$ cat src/rtl/seg7_mux_driver_if.sv
// Value handshake bundle for seg7_mux_driver.
// The master offers value_in/value_valid; the slave (the display driver)
// answers with value_ready while its pending register is empty.
interface seg7_mux_driver_if;
   logic [7:0] value_in;
   logic       value_valid;
   logic       value_ready;

   modport master (
      output value_in,
      output value_valid,
      input  value_ready
   );

   modport slave (
      input  value_in,
      input  value_valid,
      output value_ready
   );
endinterface

$ cat src/rtl/seg7_mux_driver.sv
// Two-digit multiplexed seven-segment driver.
// Time-multiplexes the low and high nibble of a latched byte onto one
// active-low segment bus with a digit-select line, blanking all segments
// around every digit switch. New values are staged in a one-entry pending
// register and committed only on entry to SHOW_LO, so both digits of a
// frame always come from the same byte.
// Optional build macro: LEADING_ZERO_BLANK_EN -- when defined, a zero high
// nibble leaves the high digit dark instead of drawing "0".
module seg7_mux_driver #(
   parameter int REFRESH_DIV  = 6000,
   parameter int BLANK_CYCLES = 64
) (
   input  logic                      clock,
   input  logic                      reset,
   seg7_mux_driver_if.slave          val_bus,
   input  logic                      blank_in,
   output logic [6:0]                segments_n,
   output logic                      segsel,
   output logic                      frame_done
);

   localparam int MAX_DUR = (REFRESH_DIV > BLANK_CYCLES) ? REFRESH_DIV : BLANK_CYCLES;
   localparam int CNT_W   = (MAX_DUR > 2) ? $clog2(MAX_DUR) : 1;

   localparam logic [CNT_W-1:0] SHOW_LAST  = CNT_W'(REFRESH_DIV - 1);
   localparam logic [CNT_W-1:0] BLANK_LAST = CNT_W'(BLANK_CYCLES - 1);

   localparam logic [6:0] SEG_OFF = 7'h7F;

   typedef enum logic [1:0] {
      SHOW_LO     = 2'd0,
      BLANK_TO_HI = 2'd1,
      SHOW_HI     = 2'd2,
      BLANK_TO_LO = 2'd3
   } state_t;

   // Active-high segment pattern for one hex digit (bit0=a .. bit6=g).
   function automatic logic [6:0] enc7(input logic [3:0] nib);
      logic [6:0] seg;
      case (nib)
         4'h0:    seg = 7'h3F;
         4'h1:    seg = 7'h06;
         4'h2:    seg = 7'h5B;
         4'h3:    seg = 7'h4F;
         4'h4:    seg = 7'h66;
         4'h5:    seg = 7'h6D;
         4'h6:    seg = 7'h7D;
         4'h7:    seg = 7'h07;
         4'h8:    seg = 7'h7F;
         4'h9:    seg = 7'h6F;
         4'hA:    seg = 7'h77;
         4'hB:    seg = 7'h7C;
         4'hC:    seg = 7'h39;
         4'hD:    seg = 7'h5E;
         4'hE:    seg = 7'h79;
         4'hF:    seg = 7'h71;
         default: seg = 7'h00;
      endcase
      return seg;
   endfunction

   state_t           state_r;
   state_t           state_nx_s;
   logic [CNT_W-1:0] cnt_r;
   logic [CNT_W-1:0] cnt_nx_s;
   logic             last_s;

   logic [7:0]       pend_r;
   logic [7:0]       disp_r;
   logic [7:0]       disp_nx_s;
   logic             value_ready_r;
   logic             hs_s;
   logic             commit_s;

   logic [6:0]       segments_n_r;
   logic [6:0]       seg_nx_s;
   logic             segsel_r;
   logic             frame_done_r;

   // Next-state and cycle counter: each state lasts its duration, then advances cyclically.
   always_comb begin
      state_nx_s = state_r;
      last_s     = 1'b0;
      cnt_nx_s   = cnt_r + CNT_W'(1);
      case (state_r)
         SHOW_LO: begin
            last_s = (cnt_r == SHOW_LAST);
            if (last_s) state_nx_s = BLANK_TO_HI;
            else        state_nx_s = SHOW_LO;
         end
         BLANK_TO_HI: begin
            last_s = (cnt_r == BLANK_LAST);
            if (last_s) state_nx_s = SHOW_HI;
            else        state_nx_s = BLANK_TO_HI;
         end
         SHOW_HI: begin
            last_s = (cnt_r == SHOW_LAST);
            if (last_s) state_nx_s = BLANK_TO_LO;
            else        state_nx_s = SHOW_HI;
         end
         BLANK_TO_LO: begin
            last_s = (cnt_r == BLANK_LAST);
            if (last_s) state_nx_s = SHOW_LO;
            else        state_nx_s = BLANK_TO_LO;
         end
         default: begin
            last_s     = 1'b1;
            state_nx_s = BLANK_TO_LO;
         end
      endcase
      if (last_s) cnt_nx_s = '0;
      else        cnt_nx_s = cnt_r + CNT_W'(1);
   end

   // State and counter registers.
   always_ff @(posedge clock) begin
      if (reset) begin
         state_r <= BLANK_TO_LO;
         cnt_r   <= '0;
      end else begin
         state_r <= state_nx_s;
         cnt_r   <= cnt_nx_s;
      end
   end

   // Handshake and frame-boundary commit; value_ready low means pending is full,
   // so a commit and a capture can never fall on the same edge.
   always_comb begin
      hs_s      = val_bus.value_valid && value_ready_r;
      commit_s  = last_s && (state_r == BLANK_TO_LO) && !value_ready_r;
      disp_nx_s = disp_r;
      if (commit_s) disp_nx_s = pend_r;
      else          disp_nx_s = disp_r;
   end

   // Pending register, displayed byte and ready flag.
   always_ff @(posedge clock) begin
      if (reset) begin
         pend_r        <= 8'h00;
         disp_r        <= 8'h00;
         value_ready_r <= 1'b1;
      end else begin
         disp_r <= disp_nx_s;
         if (commit_s) begin
            value_ready_r <= 1'b1;
         end else if (hs_s) begin
            pend_r        <= val_bus.value_in;
            value_ready_r <= 1'b0;
         end else begin
            value_ready_r <= value_ready_r;
         end
      end
   end

   // Segment pattern for the state being entered, so outputs track the state register.
   always_comb begin
      seg_nx_s = SEG_OFF;
      case (state_nx_s)
         SHOW_LO: begin
            if (blank_in) seg_nx_s = SEG_OFF;
            else          seg_nx_s = ~enc7(disp_nx_s[3:0]);
         end
         SHOW_HI: begin
            if (blank_in) begin
               seg_nx_s = SEG_OFF;
`ifdef LEADING_ZERO_BLANK_EN
            end else if (disp_nx_s[7:4] == 4'h0) begin
               seg_nx_s = SEG_OFF;
`endif
            end else begin
               seg_nx_s = ~enc7(disp_nx_s[7:4]);
            end
         end
         default: seg_nx_s = SEG_OFF;
      endcase
   end

   // Registered display outputs; segsel only moves on entry to a blank state.
   always_ff @(posedge clock) begin
      if (reset) begin
         segments_n_r <= SEG_OFF;
         segsel_r     <= 1'b0;
         frame_done_r <= 1'b0;
      end else begin
         segments_n_r <= seg_nx_s;
         segsel_r     <= (state_nx_s == BLANK_TO_HI) || (state_nx_s == SHOW_HI);
         frame_done_r <= last_s && (state_r == BLANK_TO_LO);
      end
   end

   assign segments_n          = segments_n_r;
   assign segsel              = segsel_r;
   assign frame_done          = frame_done_r;
   assign val_bus.value_ready = value_ready_r;

endmodule
$ cat src/flat_wrapper.sv
// flat-port wrapper written by rule: the top's interface ports become plain ports
module seg7_mux_driver_flat 
#(
   parameter int REFRESH_DIV  = 6000,
   parameter int BLANK_CYCLES = 64
)
  (clock, reset, blank_in, segments_n, segsel, frame_done, val_bus_value_in, val_bus_value_valid, val_bus_value_ready);
  seg7_mux_driver_if val_bus_i ();
  input  logic clock;
  input  logic reset;
  input  logic blank_in;
  output logic [6:0] segments_n;
  output logic segsel;
  output logic frame_done;
  input wire logic [$bits(val_bus_i.value_in)-1:0] val_bus_value_in;
  input wire logic [$bits(val_bus_i.value_valid)-1:0] val_bus_value_valid;
  output wire logic [$bits(val_bus_i.value_ready)-1:0] val_bus_value_ready;
  assign val_bus_i.value_in = val_bus_value_in;
  assign val_bus_i.value_valid = val_bus_value_valid;
  assign val_bus_value_ready = val_bus_i.value_ready;
  seg7_mux_driver #(.REFRESH_DIV(REFRESH_DIV), .BLANK_CYCLES(BLANK_CYCLES)) u_core (.clock(clock), .reset(reset), .val_bus(val_bus_i), .blank_in(blank_in), .segments_n(segments_n), .segsel(segsel), .frame_done(frame_done));
endmodule
$ cat config.mk
export PLATFORM = sky130hd
export DESIGN_NAME = seg7_mux_driver_flat
export DESIGN_NICKNAME = d
export VERILOG_FILES = /design/src/rtl/seg7_mux_driver_if.sv /design/src/rtl/seg7_mux_driver.sv /design/src/flat_wrapper.sv
export SDC_FILE = /design/constraint.sdc
export NUM_CORES = 1
export LEC_CHECK = 0
export CORE_MARGIN = 3
export CORE_UTILIZATION = 40
export CTS_CLUSTER_SIZE = 28
export DETAILED_ROUTE_END_ITERATION = 6
export HOLD_SLACK_MARGIN = 0.12
export PLACE_DENSITY = 0.67
export SLEW_MARGIN = 0
export SYNTH_ARGS = -nofsm -noshare
export SYNTH_HDL_FRONTEND = slang
export SYNTH_SLANG_ARGS = --single-unit
export TNS_END_PERCENT = 30
$ cat constraint.sdc
create_clock -name clock -period 3.9 [get_ports clock]
set_input_delay 0.78 -clock clock [delete_from_list [all_inputs] [get_ports clock]]
set_output_delay 0.78 -clock clock [all_outputs]
set_load 0.01 [all_outputs]
==> reports/metrics.csv, run 1 <==
metric,value,unit
CP startpoint kind,flop,
fill count,560,
status,finished clean,
vias in the first global route,2042,
IO Port Bufs,21,
Unique masters post-synth,51,
starting DRC count in detailed routing,172,
row count,28,
Least-Margin Pin Slew,0.506,ns
uppermost routed layer,met4,
post-CTS setup buffers,0,
total grt overflow,0,
first-pass GRT wire length,9.76,mm
"CTS clk-pin slew, worst paths",0.09,ns
Worst Path Arrival,3.30,ns
largest net degree at the start of global routing,17,
Synth Area per Inst,8.10,um2
DRC viols,0,
Max Cap Viol,0,
CP Class,flop to flop,
multi-input logic area,1530,um2
share of layout cells above drive strength 1,0.0623,
RSZ-0062 raised after global routing,no,
Final Hold Vio Count,0,
share of flip-flops with an asynchronous set or reset,0,
max_slew headroom,0.653,
Core ar.,5990,um2
CTS Buffer Depth,2,
Synth top cells by count,"41 x dfxtp_1, 33 x nand2_1, 31 x nor2_1, 26 x nand3_1, 17 x a21oi_1",
synthesized net count,332,
Synth area leaders,"dfxtp_1 33%, ha_1 6.0%, nand3_1 5.2%",
"Power, Total",0.842,mW
CTS Buf Count,5,
worst hold path depth,1,
Clock Sinks,41,
hpwl dp,4.08,mm
WL met1,2.81,mm
Setup TNS,0,ns
synthesized cell area,2490,um2
Max Clock Skew,0.00529,ns
effective utilization at floorplan,0.416,
register cell area after layout,821,um2
dominant cell by count in the synthesized netlist,dfxtp_1,
Setup crit end kind,flop,
Routed Antenna Nets,0,
Die Area,7220,um2
I/O pin count,22,
initial antenna violation count,0,
"Seq/Total Area, Yosys",0.329,
hold buffers post-CTS,0,
H-tree depth,2,
gr usage total,0.164,
met2 WL,2.33,mm
Post-synth EDFFs,0,
Cells after Synth,308,
WL met3,367,um
CP Max Fanout,15,
ys flop type,dfxtp_1,
die height,85.0,um
DR pass1 iterations,6,
VDD IR max,209,uV
Root Buffer,clkbuf_8,
Resized cells post-CTS,0,
final setup margin,0.747,ns
"CP delay by family, top",simple AND/OR/NAND/NOR gates,
antenna diode count,0,
slowest cell on the critical path,mux2i_1,
RD Place Congestion,0.918,
Critical Path RT,4.04,ns
setup violators final,0,
Final nets,344,
Final min period,3.15,ns
worst hold path type,flop to flop,
total number of vias,2251,
post-synth top area share,0.329,
Yosys reg bits,41,
vias per inst,5.68,
DR WL/cell,14.2,um
Worst Reg-to-Reg Cells,10,
Pwr Density,296,nW/um2
max-slew violations,0,
Max Fclk,317,MHz
post-synthesis to final-layout area growth,13.9,%
Skew-Pair Late Insertion Delay,0.30,ns
Leak,1.09,nW
Yosys Warn Count,0,
final wirelength,5.60,mm
CP bufs+invs,1,
crit path cell chain,nor4_4 > nand4_4 > mux2i_1 > inv_1 > ha_1 > nor2b_1 > or4_1 > nand3_1 > a32o_1 > o2111ai_1,
period utilization,0.808,
Slowest Stage Delay on Critical Path,0.51,ns
CTS tree,built,
Die X,85.0,um
Synth area leader,dfxtp_1,
Setup WS pre-CTS,0.775,ns
Worst path depth,10,
==> logic make-up after synthesis <==
kind of cell	share of synthesized area
and+or+nand+nor	0.317
AOI/OAI and AO/OA	0.139
DFF	0.329
buffers and inverters	0.0562
muxes	0.0597
adders and majority gates	0.0602
xor gates and xnor gates	0.0386
==> worst paths after layout <==
check | slack (ns) | startpoint | end
worst max-delay path | 0.75 | u_core.cnt_r[11] | u_core.segments_n[3]
worst min-delay path | 0.47 | u_core.cnt_r[0] | u_core.cnt_r[0]
worst max register to register | 0.75 | u_core.cnt_r[11] | u_core.segments_n[3]
worst min register to register | 0.47 | u_core.cnt_r[0] | u_core.cnt_r[0]
==> routing by layer <==
| layer | track usage | up-vias |
|---|---|---|
| met1 | 0.238 | 1025 |
| met3 | 0.0359 | 13 |
| met4 | 0.0518 | 0 |
| met2 | 0.239 | 94 |
| li1 | - | 1119 |
| met5 | 0 | - |
==> area by class of cell <==
class	instances	share of cell area
Inverter	14	0.0185
Clock buffer	5	0.0242
Sequential cell	41	0.289
Tap cell	75	0.0330
Timing Repair Buffer	23	0.0793
Multi-Input combinational cell	235	0.540
Clock inverter	3	0.0163
==> stage by stage <==
step	instance area [um2]	std cells	hold slack [ns]	utilization
final	2840	396	0.469	0.474
after global routing	2840	396	0.523	0.474
after CTS	2840	396	0.475	0.474
after detailed placement	2730	388	0.454	0.455
after global placement	2730	388	0.445	0.455
after floorplan	2490	308	0.430	-
==> power by group <==
part / switching (mW) / total (mW) / leakage [nW] / internal (mW)
sequential: 0.0162 / 0.442 / 0.333 / 0.426
combinational: 0.0230 / 0.0471 / 0.699 / 0.0241
clock: 0.161 / 0.353 / 0.0543 / 0.192
total: 0.201 / 0.842 / 1.09 / 0.642
==> cells in the final DEF, fill, tap and decap left out, types with 2 or more instances in the layout <==
cell             instances
nand3_1                 26
xnor2_1                  3
clkbuf_8                 5
mux2i_1                  9
o31ai_1                  4
nor3_1                   9
nor2_1                  31
clkdlybuf4s50_1         21
nor2b_1                  8
nand2b_1                 5
a32o_1                   3
nand3b_1                 3
o21a_1                   2
or3_1                    3
or4_1                    2
a311oi_1                 2
nor4b_1                  2
o2111ai_1                2
nand4_1                  6
ha_1                    12
o21ai_0                 14
nand2_1                 33
dfxtp_1                 41
mux2_2                   2
nor4_1                   2
a221oi_1                 2
inv_1                   14
a31oi_1                  3
and4b_1                  3
and3_1                   2
a21oi_1                 17
buf_4                    2
xor2_1                   8
==> state kept, by name, summed over array words and instances, names as in the netlist <==
name                        cells
u_core.cnt_r                   13
u_core.disp_r                   8
u_core.state_r                  2
u_core.val_bus.value_ready      1
u_core.segsel                   1
u_core.frame_done               1
u_core.segments_n               7
u_core.pend_r                   8
Note: power is estimated with default switching activity, not from simulation.
==> run 2, diff against run 1 <==
--- a/config.mk
+++ b/config.mk
@@ -10,7 +10,7 @@
 export CTS_CLUSTER_SIZE = 28
 export DETAILED_ROUTE_END_ITERATION = 6
 export HOLD_SLACK_MARGIN = 0.12
-export PLACE_DENSITY = 0.67
+export PLACE_DENSITY = 0.69
 export SLEW_MARGIN = 0
 export SYNTH_ARGS = -nofsm -noshare
 export SYNTH_HDL_FRONTEND = slang
==> constraint.sdc (replaced) <==
create_clock -name clock -period 2.72 [get_ports clock]
set_input_delay 0.544 -clock clock [delete_from_list [all_inputs] [get_ports clock]]
set_output_delay 0.544 -clock clock [all_outputs]
set_load 0.01 [all_outputs]
==> run 2 against run 1 <==
Flip-flop and latch count did not move. Non-clock buffer count up 8. Wire length up 5.4%. Clock skew about the same. Sequential share of layout area decreased by 0.64 points. Worst hold slack got worse by 0.0095 ns. First-iteration DRC count rose by 7.6%. Setup slack worse by 0.64 ns. Maximum frequency increased by 21%. Combinational power up 69%.
==> reports/metrics.csv, run 2 (synthesis gave the netlist of run 1 again) <==
metric,value,unit
status,finished clean,
Setup TNS,0,ns
hpwl dp,4.44,mm
biggest registers after layout,"u_core.cnt_r: 13 flops, u_core.disp_r: 8 flops, u_core.pend_r: 8 flops",
share of layout cells above drive strength 1,0.119,
vias per inst,5.72,
I/O pin count,22,
largest net degree at the start of global routing,21,
Finished Cell Area,2930,um2
IO Port Bufs,21,
final setup margin,0.110,ns
CTS tree,built,
DRC viols,0,
Routed Antenna Nets,0,
Die X,85.0,um
period utilization,0.960,
H-tree depth,2,
total grt overflow,0,
VDD IR max,329,uV
first-pass GRT wire length,10.0,mm
vias in the first global route,2107,
CP startpoint,u_core.cnt_r[11],
max_slew headroom,0.624,
DP Area,2830,um2
starting DRC count in detailed routing,185,
CTS Buf Count,5,
min-delay src,u_core.cnt_r[0],
max-slew violations,0,
Max Fclk,383,MHz
Worst R2R Start,u_core.cnt_r[11],
Clock Sinks,41,
Worst Path Arrival,2.77,ns
worst hold path type,flop to flop,
row count,28,
Core ar.,5990,um2
post-synthesis to final-layout area growth,17.4,%
most frequent cells in the layout,"36 x dfxtp_1, 33 x nand2_1, 31 x nor2_1, 26 x nand3_1, 21 x clkdlybuf4s50_1",
CP Max Fanout,9,
effective utilization at floorplan,0.416,
RD Place Congestion,1.01,
initial antenna violation count,0,
number of flip-flops in the largest register,13,
antenna diode count,0,
Leak,1.10,nW
CP Class,flop to flop,
Skew-Pair Late Insertion Delay,0.30,ns
"Power, Total",1.12,mW
Root Buffer,clkbuf_8,
"commonest non-fill, non-tap cell in the layout",dfxtp_1,
Max Cap Viol,0,
Critical Path RT,2.88,ns
setup violators final,0,
final wirelength,5.91,mm
number of instances in the placed design,396,
Max Clock Skew,0.00511,ns
hold buffers post-CTS,0,
Largest Register,u_core.cnt_r,
Layout Cells excl Fill,404,
Setup crit end kind,flop,
CP startpoint kind,flop,
Setup WS pre-CTS,0.127,ns
DR WL/cell,14.6,um
CTS Buffer Depth,2,
RSZ-0062 raised after global routing,no,
Final nets,352,
Die Area,7220,um2
Least-Margin Pin Slew,0.559,ns
gr usage total,0.170,
Pwr Density,383,nW/um2
Final min period,2.61,ns
DR pass1 iterations,5,
total number of vias,2310,
Final Hold Vio Count,0,
die height,85.0,um
"CTS clk-pin slew, worst paths",0.08,ns
## run 2: cell types whose count changed in the layout (fill, tap and decap cells not counted), moves of 2 or more
cell | before | now
buf_4 | 2 | 10
ha_1 | 12 | 10
dfxtp_2 | 0 | 5
mux2i_1 | 9 | 7
dfxtp_1 | 41 | 36
ha_4 | 0 | 2
## run 2: through the flow
| step | util | hold slack [ns] |
|---|---|---|
| after detailed placement | 0.472 | 0.449 |
| after floorplan | - | 0.433 |
| final | 0.489 | 0.460 |
| after CTS | 0.487 | 0.461 |
| after global routing | 0.489 | 0.479 |
| after global placement | 0.472 | 0.445 |
## run 2: metal layers
| metal | wire length [um] | track usage |
|---|---|---|
| met5 | 0 | 0 |
| met2 | 2710 | 0.273 |
| met1 | 2670 | 0.224 |
| met3 | 388 | 0.0379 |
| met4 | 136 | 0.0576 |
## run 2: path summary, 6_finish.rpt
path         slack, ns                   end  cells past startpoint
max               0.11  u_core.segments_n[3]                     10
min               0.46       u_core.cnt_r[0]                      1
max reg2reg       0.11  u_core.segments_n[3]                     10
min reg2reg       0.46       u_core.cnt_r[0]                      1
## run 2: power by group
| group | internal [mW] | switching, mW |
|---|---|---|
| logic | 0.0392 | 0.0402 |
| clock network | 0.182 | 0.226 |
| registers | 0.612 | 0.0218 |
| total | 0.833 | 0.288 |
## run 2: area by class of cell
type | instances | area, um2
clock buffer | 5 | 68.8
clock inverter | 3 | 21.3
fill | 566 | 3060
inverter | 14 | 52.6
multi-input combinational | 235 | 1580
sequential | 41 | 827
tap | 75 | 93.8
timing repair buffer | 31 | 285
## run 2: what timing repair did
action | 4_1_cts | 5_1_grt
setup buffers | 0 | 0
resized for setup | 0 | 5
endpoints found under the setup margin | 0 | 5
## run 2: worst max-delay path, cell delays in order, from the launching register on
cell,delay [ns]
dfxtp_1,0.37
nor4_4,0.39
nand4_4,0.29
mux2i_4,0.24
inv_2,0.07
ha_4,0.17
nor2b_1,0.14
or4_1,0.41
nand3_1,0.12
a32o_1,0.14
o2111ai_1,0.13
==> run 3, diff against run 2 <==
--- a/config.mk
+++ b/config.mk
@@ -5,6 +5,7 @@
 export SDC_FILE = /design/constraint.sdc
 export NUM_CORES = 1
 export LEC_CHECK = 0
+export ABC_CLOCK_PERIOD_IN_PS = 2720
 export CORE_MARGIN = 3
 export CORE_UTILIZATION = 40
 export CTS_CLUSTER_SIZE = 28
==> results of run 3 <==
Same layout as run 2: the final DEF is identical, and so are final timing and power.
